==> src/rtl/ec_arb_pkg.sv <==
// Shared types and helpers for the ec/comm send-channel arbiter.
package ec_arb_pkg;

  typedef enum logic [1:0] {
    ST_IDLE = 2'd0,
    ST_HDR  = 2'd1,
    ST_DATA = 2'd2
  } arb_state_e;

  localparam logic [7:0] HDR_TAG_DEFAULT = 8'hEC;

  // Header word layout: tag in the top byte, source id, then sequence number.
  function automatic logic [31:0] pack_hdr(input logic [7:0]  tag,
                                           input logic [7:0]  id,
                                           input logic [15:0] seq);
    return {tag, id, seq};
  endfunction

endpackage

==> src/rtl/ec_rr_pick.sv <==
// Combinational round-robin picker: first set request at or after ptr, wrapping.
module ec_rr_pick #(
  parameter int NREQ = 4,
  parameter int IDW  = 2
) (
  input  logic [NREQ-1:0] req,
  input  logic [IDW-1:0]  ptr,
  output logic            found,
  output logic [IDW-1:0]  index
);

  logic [NREQ-1:0] hi_s;
  logic [IDW-1:0]  hi_idx_s;
  logic [IDW-1:0]  lo_idx_s;

  // Lowest request in the upper window wins; otherwise wrap to the lowest overall.
  always_comb begin
    hi_s     = '0;
    hi_idx_s = '0;
    lo_idx_s = '0;
    for (int i = NREQ - 1; i >= 0; i--) begin
      hi_s[i]  = req[i] && (IDW'(i) >= ptr);
      hi_idx_s = hi_s[i] ? IDW'(i) : hi_idx_s;
      lo_idx_s = req[i]  ? IDW'(i) : lo_idx_s;
    end
    found = |req;
    index = (|hi_s) ? hi_idx_s : lo_idx_s;
  end

endmodule

==> src/rtl/ec_send_arb.sv <==
// Round-robin arbiter sharing the 32-bit ec/comm send channel between NREQ requesters,
// granting whole bursts with an optional header word and MAX_BURST / STALL_MAX limits.
module ec_send_arb
  import ec_arb_pkg::*;
#(
  parameter int         NREQ      = 4,
  parameter int         IDW       = 2,
  parameter bit         HDR_EN    = 1'b1,
  parameter logic [7:0] HDR_TAG   = HDR_TAG_DEFAULT,
  parameter int         MAX_BURST = 64,
  parameter int         STALL_MAX = 255
) (
  input  logic               CLK,
  input  logic               RST,
  input  logic [NREQ-1:0]    req_valid,
  input  logic [32*NREQ-1:0] req_data,
  input  logic [NREQ-1:0]    req_last,
  output logic [NREQ-1:0]    req_ack,
  output logic               valid_o,
  output logic [31:0]        data_o,
  input  logic               ack_o,
  output logic [IDW-1:0]     grant_id,
  output logic               busy,
  output logic               trunc_o,
  output logic               abort_o
);

  localparam int             WCW       = $clog2(MAX_BURST + 1);
  localparam int             SCW       = $clog2(STALL_MAX + 1);
  localparam logic [WCW-1:0] WCNT_LIM  = WCW'(MAX_BURST);
  localparam logic [SCW-1:0] STALL_LIM = SCW'(STALL_MAX);
  localparam logic [IDW-1:0] LAST_ID   = IDW'(NREQ - 1);

  arb_state_e     state_r;
  arb_state_e     state_nxt_s;
  logic [IDW-1:0] grant_r;
  logic [IDW-1:0] rr_ptr_r;
  logic [15:0]    seq_r;
  logic [WCW-1:0] wcnt_r;
  logic [SCW-1:0] stall_r;
  logic           trunc_r;
  logic           abort_r;

  logic           pick_found_s;
  logic [IDW-1:0] pick_idx_s;
  logic           gvalid_s;
  logic           glast_s;
  logic [31:0]    gdata_s;
  logic           xfer_s;
  logic           data_exit_s;
  logic           trunc_nxt_s;
  logic           abort_nxt_s;
  logic [WCW-1:0] wcnt_inc_s;
  logic [SCW-1:0] stall_inc_s;

  ec_rr_pick #(
    .NREQ (NREQ),
    .IDW  (IDW)
  ) u_pick (
    .req   (req_valid),
    .ptr   (rr_ptr_r),
    .found (pick_found_s),
    .index (pick_idx_s)
  );

  // Granted requester's lane.
  always_comb begin
    gvalid_s = req_valid[grant_r];
    glast_s  = req_last[grant_r];
    gdata_s  = req_data[32*int'(grant_r) +: 32];
  end

  // Link-side outputs; data is forced to zero whenever nothing is offered.
  always_comb begin
    valid_o = 1'b0;
    data_o  = 32'h0;
    req_ack = '0;
    case (state_r)
      ST_HDR: begin
        valid_o = 1'b1;
        data_o  = pack_hdr(HDR_TAG, 8'(grant_r), seq_r);
      end
      ST_DATA: begin
        valid_o          = gvalid_s;
        data_o           = gvalid_s ? gdata_s : 32'h0;
        req_ack[grant_r] = gvalid_s && ack_o;
      end
      default: begin
        valid_o = 1'b0;
        data_o  = 32'h0;
        req_ack = '0;
      end
    endcase
  end

  assign xfer_s = valid_o && ack_o;

  // Next state and burst termination (last wins over the MAX_BURST cut).
  always_comb begin
    state_nxt_s = state_r;
    data_exit_s = 1'b0;
    trunc_nxt_s = 1'b0;
    abort_nxt_s = 1'b0;
    wcnt_inc_s  = wcnt_r + WCW'(1);
    stall_inc_s = stall_r + SCW'(1);
    case (state_r)
      ST_IDLE: begin
        if (pick_found_s) begin
          state_nxt_s = HDR_EN ? ST_HDR : ST_DATA;
        end else begin
          state_nxt_s = ST_IDLE;
        end
      end
      ST_HDR: begin
        state_nxt_s = xfer_s ? ST_DATA : ST_HDR;
      end
      ST_DATA: begin
        if (xfer_s) begin
          if (glast_s) begin
            data_exit_s = 1'b1;
          end else if (wcnt_inc_s == WCNT_LIM) begin
            data_exit_s = 1'b1;
            trunc_nxt_s = 1'b1;
          end else begin
            data_exit_s = 1'b0;
          end
        end else if (!gvalid_s && (stall_inc_s == STALL_LIM)) begin
          data_exit_s = 1'b1;
          abort_nxt_s = 1'b1;
        end else begin
          data_exit_s = 1'b0;
        end
        state_nxt_s = data_exit_s ? ST_IDLE : ST_DATA;
      end
      default: begin
        state_nxt_s = ST_IDLE;
      end
    endcase
  end

  // State, grant, counters and pulse registers.
  always_ff @(posedge CLK) begin
    if (!RST) begin
      state_r  <= ST_IDLE;
      grant_r  <= '0;
      rr_ptr_r <= '0;
      seq_r    <= 16'h0;
      wcnt_r   <= '0;
      stall_r  <= '0;
      trunc_r  <= 1'b0;
      abort_r  <= 1'b0;
    end else begin
      state_r <= state_nxt_s;
      trunc_r <= trunc_nxt_s;
      abort_r <= abort_nxt_s;
      case (state_r)
        ST_IDLE: begin
          wcnt_r  <= '0;
          stall_r <= '0;
          if (pick_found_s) begin
            grant_r <= pick_idx_s;
          end
        end
        ST_HDR: begin
          if (xfer_s) begin
            seq_r <= seq_r + 16'd1;
          end
        end
        ST_DATA: begin
          if (xfer_s) begin
            wcnt_r <= wcnt_inc_s;
          end
          stall_r <= gvalid_s ? '0 : stall_inc_s;
          // Owner drops to lowest priority on any exit so others get a turn.
          if (data_exit_s) begin
            rr_ptr_r <= (grant_r == LAST_ID) ? '0 : grant_r + IDW'(1);
          end
        end
        default: begin
          state_r <= ST_IDLE;
        end
      endcase
    end
  end

  assign busy     = (state_r != ST_IDLE);
  assign grant_id = grant_r;
  assign trunc_o  = trunc_r;
  assign abort_o  = abort_r;

endmodule

==> config.mk <==
export PLATFORM = sky130hd
export DESIGN_NAME = ec_send_arb
export DESIGN_NICKNAME = d
export VERILOG_FILES = /design/src/rtl/ec_arb_pkg.sv /design/src/rtl/ec_rr_pick.sv /design/src/rtl/ec_send_arb.sv
export SDC_FILE = /design/constraint.sdc
export NUM_CORES = 1
export LEC_CHECK = 0
export ABC_AREA = 1
export BUFFER_PORTS_ARGS = -buffer_cell sky130_fd_sc_hd__buf_2
export CAP_MARGIN = 30
export CORE_MARGIN = 2
export CORE_UTILIZATION = 50
export CTS_CLUSTER_SIZE = 10
export DETAILED_ROUTE_END_ITERATION = 7
export GPL_ROUTABILITY_DRIVEN = 0
export PLACE_DENSITY = 0.93
export SYNTH_ARGS = -nofsm -noshare
export SYNTH_HDL_FRONTEND = slang
export SYNTH_HIERARCHICAL = 1
export SYNTH_SLANG_ARGS = --single-unit
==> constraint.sdc <==
create_clock -name CLK -period 5.5 [get_ports CLK]
set_input_delay 0.825 -clock CLK [delete_from_list [all_inputs] [get_ports CLK]]
set_output_delay 0.825 -clock CLK [all_outputs]
set_load 0.01 [all_outputs]
==> results.md, run 1 <==
- Status: completed
- Unrepaired setup endpoints after global routing: no
- Post-Layout Cell Count: slightly above 800
- Chip Width: roughly 87 um
- Routed Antenna Nets: 0
- Post-layout net count: between 800 and 900
- Minimum clock period: around 4.2 ns
- DRT Pass-1 Iters: 6
- IO Pins: between 150 and 200
- DP HPWL: roughly 8600 um
- Flop2flop setup slack: around 2.6 ns
- Commonest non-fill, non-tap cell in the layout: buf_2
- Pins over their slew limit: 0
- Crit Reg-Reg Startpoint: grant_id[1]$_SDFFE_PN0P_
- Fmax achieved: 0.239 GHz
- Row cnt: 30
- Async SR Flop Fraction: 0%
- R2R depth: 9
- Clk slew on worst S/H paths: 0.08 ns
- Vias/cell: approximately 5.6
- Worst hold path type: reg2reg
- Setup ws final: between 1 and 1.5 ns
- Critical path class: reg2out
- Leakage: around 2.2 nW
- Ys Warns: 6
- Fillers: around 580
- Arr. time, crit path: around 3.4 ns
- Via count: roughly 4600
- Yosys cell types: 41
- Vias in the first global route: ~3800
- Post-synthesis sequential element count: 39
- Cell Area, Synth: 3450 sq um
- Peak VDD IR: between 200 and 250 uV
- Crit share post-route: between 70% and 80%
- Worst r2r dst: wcnt_r[1]$_SDFFE_PN0P_
- Clock Latency Late Sink: about 0.3 ns
- Yosys top cell area share: a little under a quarter
- Top cells by area in the synthesized netlist: dfxtp_1, nand2_1, nor2_1
- Commonest non-fill, non-tap cells in the layout: buf_2, nand2_1, nor2_1
- Setup WS pre-CTS: roughly 1.7 ns
- Worst Skew: around 0.012 ns
- Hold Path End: stall_r[7]$_SDFFE_PN0P_
- GRT Residual Overflow: 0
- Area grow syn2layout: 28.6%
- Post-CTS Resized: 0
- Total power: between 0.7 and 0.8 mW
- # diodes: 0
- Post-synthesis sequential area ratio: between 20% and 30%
- Initial Utilization: 51.3%
- Critical path required time: approximately 4.7 ns
- Total Routing Usage GR: roughly 28%
- Number of post-CTS setup repair buffers: 0
- CTS root buf: clkbuf_8
- Number of port buffers: 180
- Placed Cells: 807
- Drt total wl: between 10000 and 15000 um
- Antenna violations before repair: 0
- Crit Path Max Fanout: 55
- Syn avg cell area: approximately 6 sq um
- Max-capacitance violation count: 0
- Area leader, netlist: dfxtp_1
- Post-DR wirelength/cell: roughly 14 um
- Syn Inst Count: 577
- Largest net degree at the start of global routing: 75
- Core ar.: about 6700 sq um
- CTS tree: done
- Tightest Pin Transition: 0.875 ns
- Hold Crit Depth: 2
- Post-route setup TNS: 0 ns
- Number of H-tree levels: 2
- Global-route wire length before repair: around 17000 um
- HP Start: stall_r[7]$_SDFFE_PN0P_
- TritonCTS Sinks: 39
- Layout cells sized above 1: between 20 and 30%
- Final Hold Vio Count: 0
- Power per cell area: between 150 and 200 nW/um^2
- Drt first-iter violations: slightly below 400
- Number of synthesized flops with an enable pin: 0
- Die height: approximately 87 um
- Commonest register cell after synthesis: dfxtp_1
- Final setup viols: 0
- Rel. slew slack: roughly two fifths
- Worst setup SP type: register
- Hold-fix buffers, CTS: 0
- Number of remaining DRC errors: 0
- Clock Path Buffers: 2
- CP endpoint kind: primary output
- Die area: roughly 7600 sq um
- Syn Nets: approximately 730
- Cts bufs inserted: 5
flip-flops by register name (all words and copies together), names as in the netlist:
signal / cells
abort_o: 1
grant_id: 2
rr_ptr_r: 2
seq_r: 16
stall_r: 8
state_r: 2
trunc_o: 1
wcnt_r: 7
power by group:
part | leakage [nW] | switching (mW) | internal (mW)
Sequential | 0.315 | 0.00677 | 0.285
Combinational | 1.83 | 0.138 | 0.0964
Clock | 0.0612 | 0.101 | 0.147
cells in the mapped netlist, types with 2 or more instances:
master,n
buf_1,5
xor2_1,3
nand3b_1,2
a31oi_1,5
nor3_1,7
o21a_1,2
dfxtp_1,39
inv_1,46
nor2_2,2
nor2_1,90
nand2_2,2
buf_2,7
o21ai_0,55
ha_1,12
inv_6,2
nand2_1,136
clkbuf_1,17
a21oi_1,61
buf_6,2
o22ai_1,14
nand2_4,2
nor2_4,2
a32o_1,16
nand3_2,2
nand3_1,30
worst max path at each step:
stage,start,to,slack [ns]
detailed placement,grant_id[1]$_SDFFE_PN0P_,data_o[15],1.72
CTS,grant_id[1]$_SDFFE_PN0P_,data_o[15],1.37
global placement,grant_id[1]$_SDFFE_PN0P_,data_o[15],1.77
global route,grant_id[1]$_SDFFE_PN0P_,data_o[15],1.03
floorplan,req_valid[1],data_o[0],3.00
finish,grant_id[1]$_SDFFE_PN0P_,data_o[15],1.31
layout make-up:
type | count | area (sq um) | share of cell area [%]
multi-input combinational | 458 | 2330 | 52.6
timing repair buffer | 181 | 908 | 20.5
sequential | 39 | 782 | 17.6
inverter | 49 | 194 | 4.37
tap | 80 | 100 | 2.26
clock buffer | 6 | 82.6 | 1.86
clock inverter | 2 | 35.0 | 0.790
per-stage QoR:
step | utilization (%) | hold slack (ns) | instance area [sq um]
after floorplan | - | 0.451 | 3450
after global placement | 64.3 | 0.461 | 4320
after detailed placement | 64.3 | 0.476 | 4320
after CTS | 66.0 | 0.489 | 4440
after global routing | 66.0 | 0.517 | 4440
final | 66.0 | 0.488 | 4440
worst max-delay path, cell delays in order, from the launching register on:
cell and delay [ns]:
dfxtp_1 0.82, inv_2 0.56, nand3_2 0.23, nand3_2 0.17, inv_1 0.14, nand2_1 0.50
o21ai_0 0.45, buf_2 0.19
metal layers:
metal  GRT usage, %  share of wire (%)  routed length (um)  up-vias
met4           11.4                3.7                 429        0
met5              0                  0                   0        -
met2           48.3                 48                5570      259
met1           34.6                 39                4470     2015
li1               -                  -                   -     2242
met3           5.02                9.0                1040       48
logic make-up after synthesis:
group / after synthesis / share of synthesized area [%]
buffers and inverters: 80 / 9.69
xor gates and xnor gates: 4 / 1.02
AOI/OAI and AO/OA: 158 / 26.5
adders and majority gates: 12 / 4.35
and+or+nand+nor: 284 / 35.8
DFF: 39 / 22.6
(Power assumes the default switching activity.)
==> inputs of run 2 (changes only) <==
Settings changed: CORE_UTILIZATION 50 to 46, PLACE_DENSITY 0.93 to 0.87.
Clock period 5.5 ns to 4 ns, I/O delays scaled along.
==> run 2 against run 1 <==
Worst hold slack got worse by 0.0089 ns. Sequential power increased by 39%. Die area increased by 8.3%. Global-route usage decreased by 1.2 points. Core utilization decreased by 4.2 points. Critical path type unchanged. Critical endpoint unchanged. Largest power group unchanged.
==> results.md, run 2 (synthesis results as in run 1) <==
- Worst hold path type: reg2reg
- Number of post-CTS setup repair buffers: 0 (unchanged)
- Arr. time, crit path: 2.67 ns (-0.70 ns)
- Critical path required time: 3.40 ns (-1.28 ns)
- Final setup viols: 0 (unchanged)
- Worst-path cell chain: inv_2 > nand3_2 > nand3_2 > inv_1 > nand2_1 > o21ai_0 > buf_2
- Post-DR wirelength/cell: 13.9 um (-1.8%)
- Crit Path Max Fanout: 24 (-56%)
- TritonCTS Sinks: 39 (unchanged)
- Worst path slowest cell: dfxtp_1
- GRT Residual Overflow: 0 (unchanged)
- Post-route setup TNS: 0 ns (unchanged)
- Hold Crit Depth: 2 (unchanged)
- Initial Utilization: 47.5% (-3.8 points)
- Max-capacitance violation count: 0 (unchanged)
- Top cell by count, worst path: nand3_2
- Chip Width: 90.6 um (+4.1%)
- Number of H-tree levels: 2 (unchanged)
- Rel. slew slack: 44.4% (+2.8 points)
- Vias/cell: 5.47 (-2.3%)
- Register with the most flip-flops: seq_r
- Clk slew on worst S/H paths: 0.08 ns (about the same)
- Row cnt: 31 (+3.3%)
- Post-Layout Cell Count: 836 (+2.6%)
- Via count: 4574 (+0.22%)
- Final Hold Vio Count: 0 (unchanged)
- CTS tree: done
- Area grow syn2layout: 30.0%
- Crit share post-route: between 80% and 90%
- CTS root buf: clkbuf_8
- Die height: 90.6 um (+4.1%)
- Largest regs: seq_r x16, stall_r x8, wcnt_r x7
- Total power: 1.12 mW (+45%)
- R2R depth: 8 (-1)
- Tightest Pin Transition: 0.832 ns (-0.0428 ns)
- DP HPWL: 8920 um (+3.5%)
- Number of port buffers: 180 (unchanged)
- Post-layout net count: 886 (+0.11%)
- Layout cells sized above 1: 28.1% (-0.038 points)
- Post-CTS Resized: 0 (unchanged)
- Peak VDD IR: 215 uV (-9.9%)
- Status: completed
- Clock Latency Late Sink: 0.29 ns (about the same)
- Power per cell area: 250 nW/um^2 (+43%)
- Minimum hold slack: 0.479 ns (-0.00892 ns)
- Die area: 8200 sq um (+8.3%)
- Worst Skew: 0.0104 ns (-0.00121 ns)
- Minimum clock period: around 3.3 ns
- Cts bufs inserted: 5 (unchanged)
- IO Pins: 181 (unchanged)
- Vias in the first global route: 4110 (+7.2%)
- Commonest non-fill, non-tap cells in the layout: buf_2, nand2_1, nor2_1
- Placed Cells: 827 (+2.5%)
- Fillers: 686 (+18%)
- Unrepaired setup endpoints after global routing: no
- Commonest non-fill, non-tap cell in the layout: buf_2
- Routed Antenna Nets: 0 (unchanged)
- Max FFs per register: 16 (unchanged)
- DRT Pass-1 Iters: 5 (-1)
- Drt first-iter violations: 324 (-17%)
- Total Routing Usage GR: 26.9% (-1.2 points)
- Number of remaining DRC errors: 0 (unchanged)
- Leakage: 2.22 nW (+0.39%)
- Antenna violations before repair: 1 (+1)
- Critical path class: reg2out
- Core ar.: 7250 sq um (+8.0%)
- Worst stage delay on the critical path: 0.84 ns (+0.02 ns)
- Hold-fix buffers, CTS: 0 (unchanged)
- Worst setup SP type: register
- Post-layout util: 61.8% (-4.2 points)
- Largest net degree at the start of global routing: 75 (unchanged)
- Drt total wl: 11600 um (+0.73%)
- Fmax achieved: between 0.3 and 0.4 GHz
- Pins over their slew limit: 0 (unchanged)
- Global-route wire length before repair: 18400 um (+6.5%)
- CP endpoint kind: primary output
- Clock Path Buffers: 2 (unchanged)
[run 2: changes by cell type in the layout (fill, tap and decap cells not counted)]
cell       change
buf_4          +1
bufinv_16      +1
clkbuf_1       +1
clkbuf_8       -1
clkinv_2       -1
diode_2        +1
[run 2: worst max-delay path, delay by kind of cell, from the launching register on]
| family | cells | cell delay (ns) |
|---|---|---|
| flip-flops | 1 | 0.84 |
| AND/OR/NAND/NOR | 3 | 0.74 |
| buffers and inverters | 3 | 0.40 |
| AO/OA/AOI/OAI | 1 | 0.40 |
[run 2: report_power, final]
part / internal (mW) / switching, mW
Clock: 0.250 / 0.145
Sequential: 0.392 / 0.0130
Combinational: 0.133 / 0.186
[run 2: worst paths after layout]
kind / start / end / slack [ns]
min: stall_r[7]$_SDFFE_PN0P_ / stall_r[7]$_SDFFE_PN0P_ / 0.48
max: grant_id[1]$_SDFFE_PN0P_ / data_o[15] / 0.73
max reg2reg: grant_id[1]$_SDFFE_PN0P_ / stall_r[1]$_SDFFE_PN0P_ / 1.57
min reg2reg: stall_r[7]$_SDFFE_PN0P_ / stall_r[7]$_SDFFE_PN0P_ / 0.48
[run 2: routing by layer]
metal / vias to the layer above / track usage, % / wire length (um)
met5: - / 0 / 0
met4: 0 / 10.1 / 389
met3: 40 / 4.17 / 811
met2: 234 / 47.7 / 5700
met1: 2052 / 32.7 / 4690
li1: 2248 / - / -
[run 2: metrics by stage]
step	cell area [sq um]	setup slack, ns
finish	4480	0.730
CTS	4480	0.756
global placement	4350	1.25
global route	4480	0.504
floorplan	3450	1.88
detailed placement	4350	1.07
[run 2: cell type report]
class	count	area [sq um]	area share, %
sequential	39	782	17.4
tap	99	124	2.76
inverter	49	194	4.32
multi-input combinational	458	2330	52.0
clock inverter	2	60.1	1.34
timing repair buffer	182	916	20.4
antenna	1	2.50	0.0558
clock buffer	6	72.6	1.62
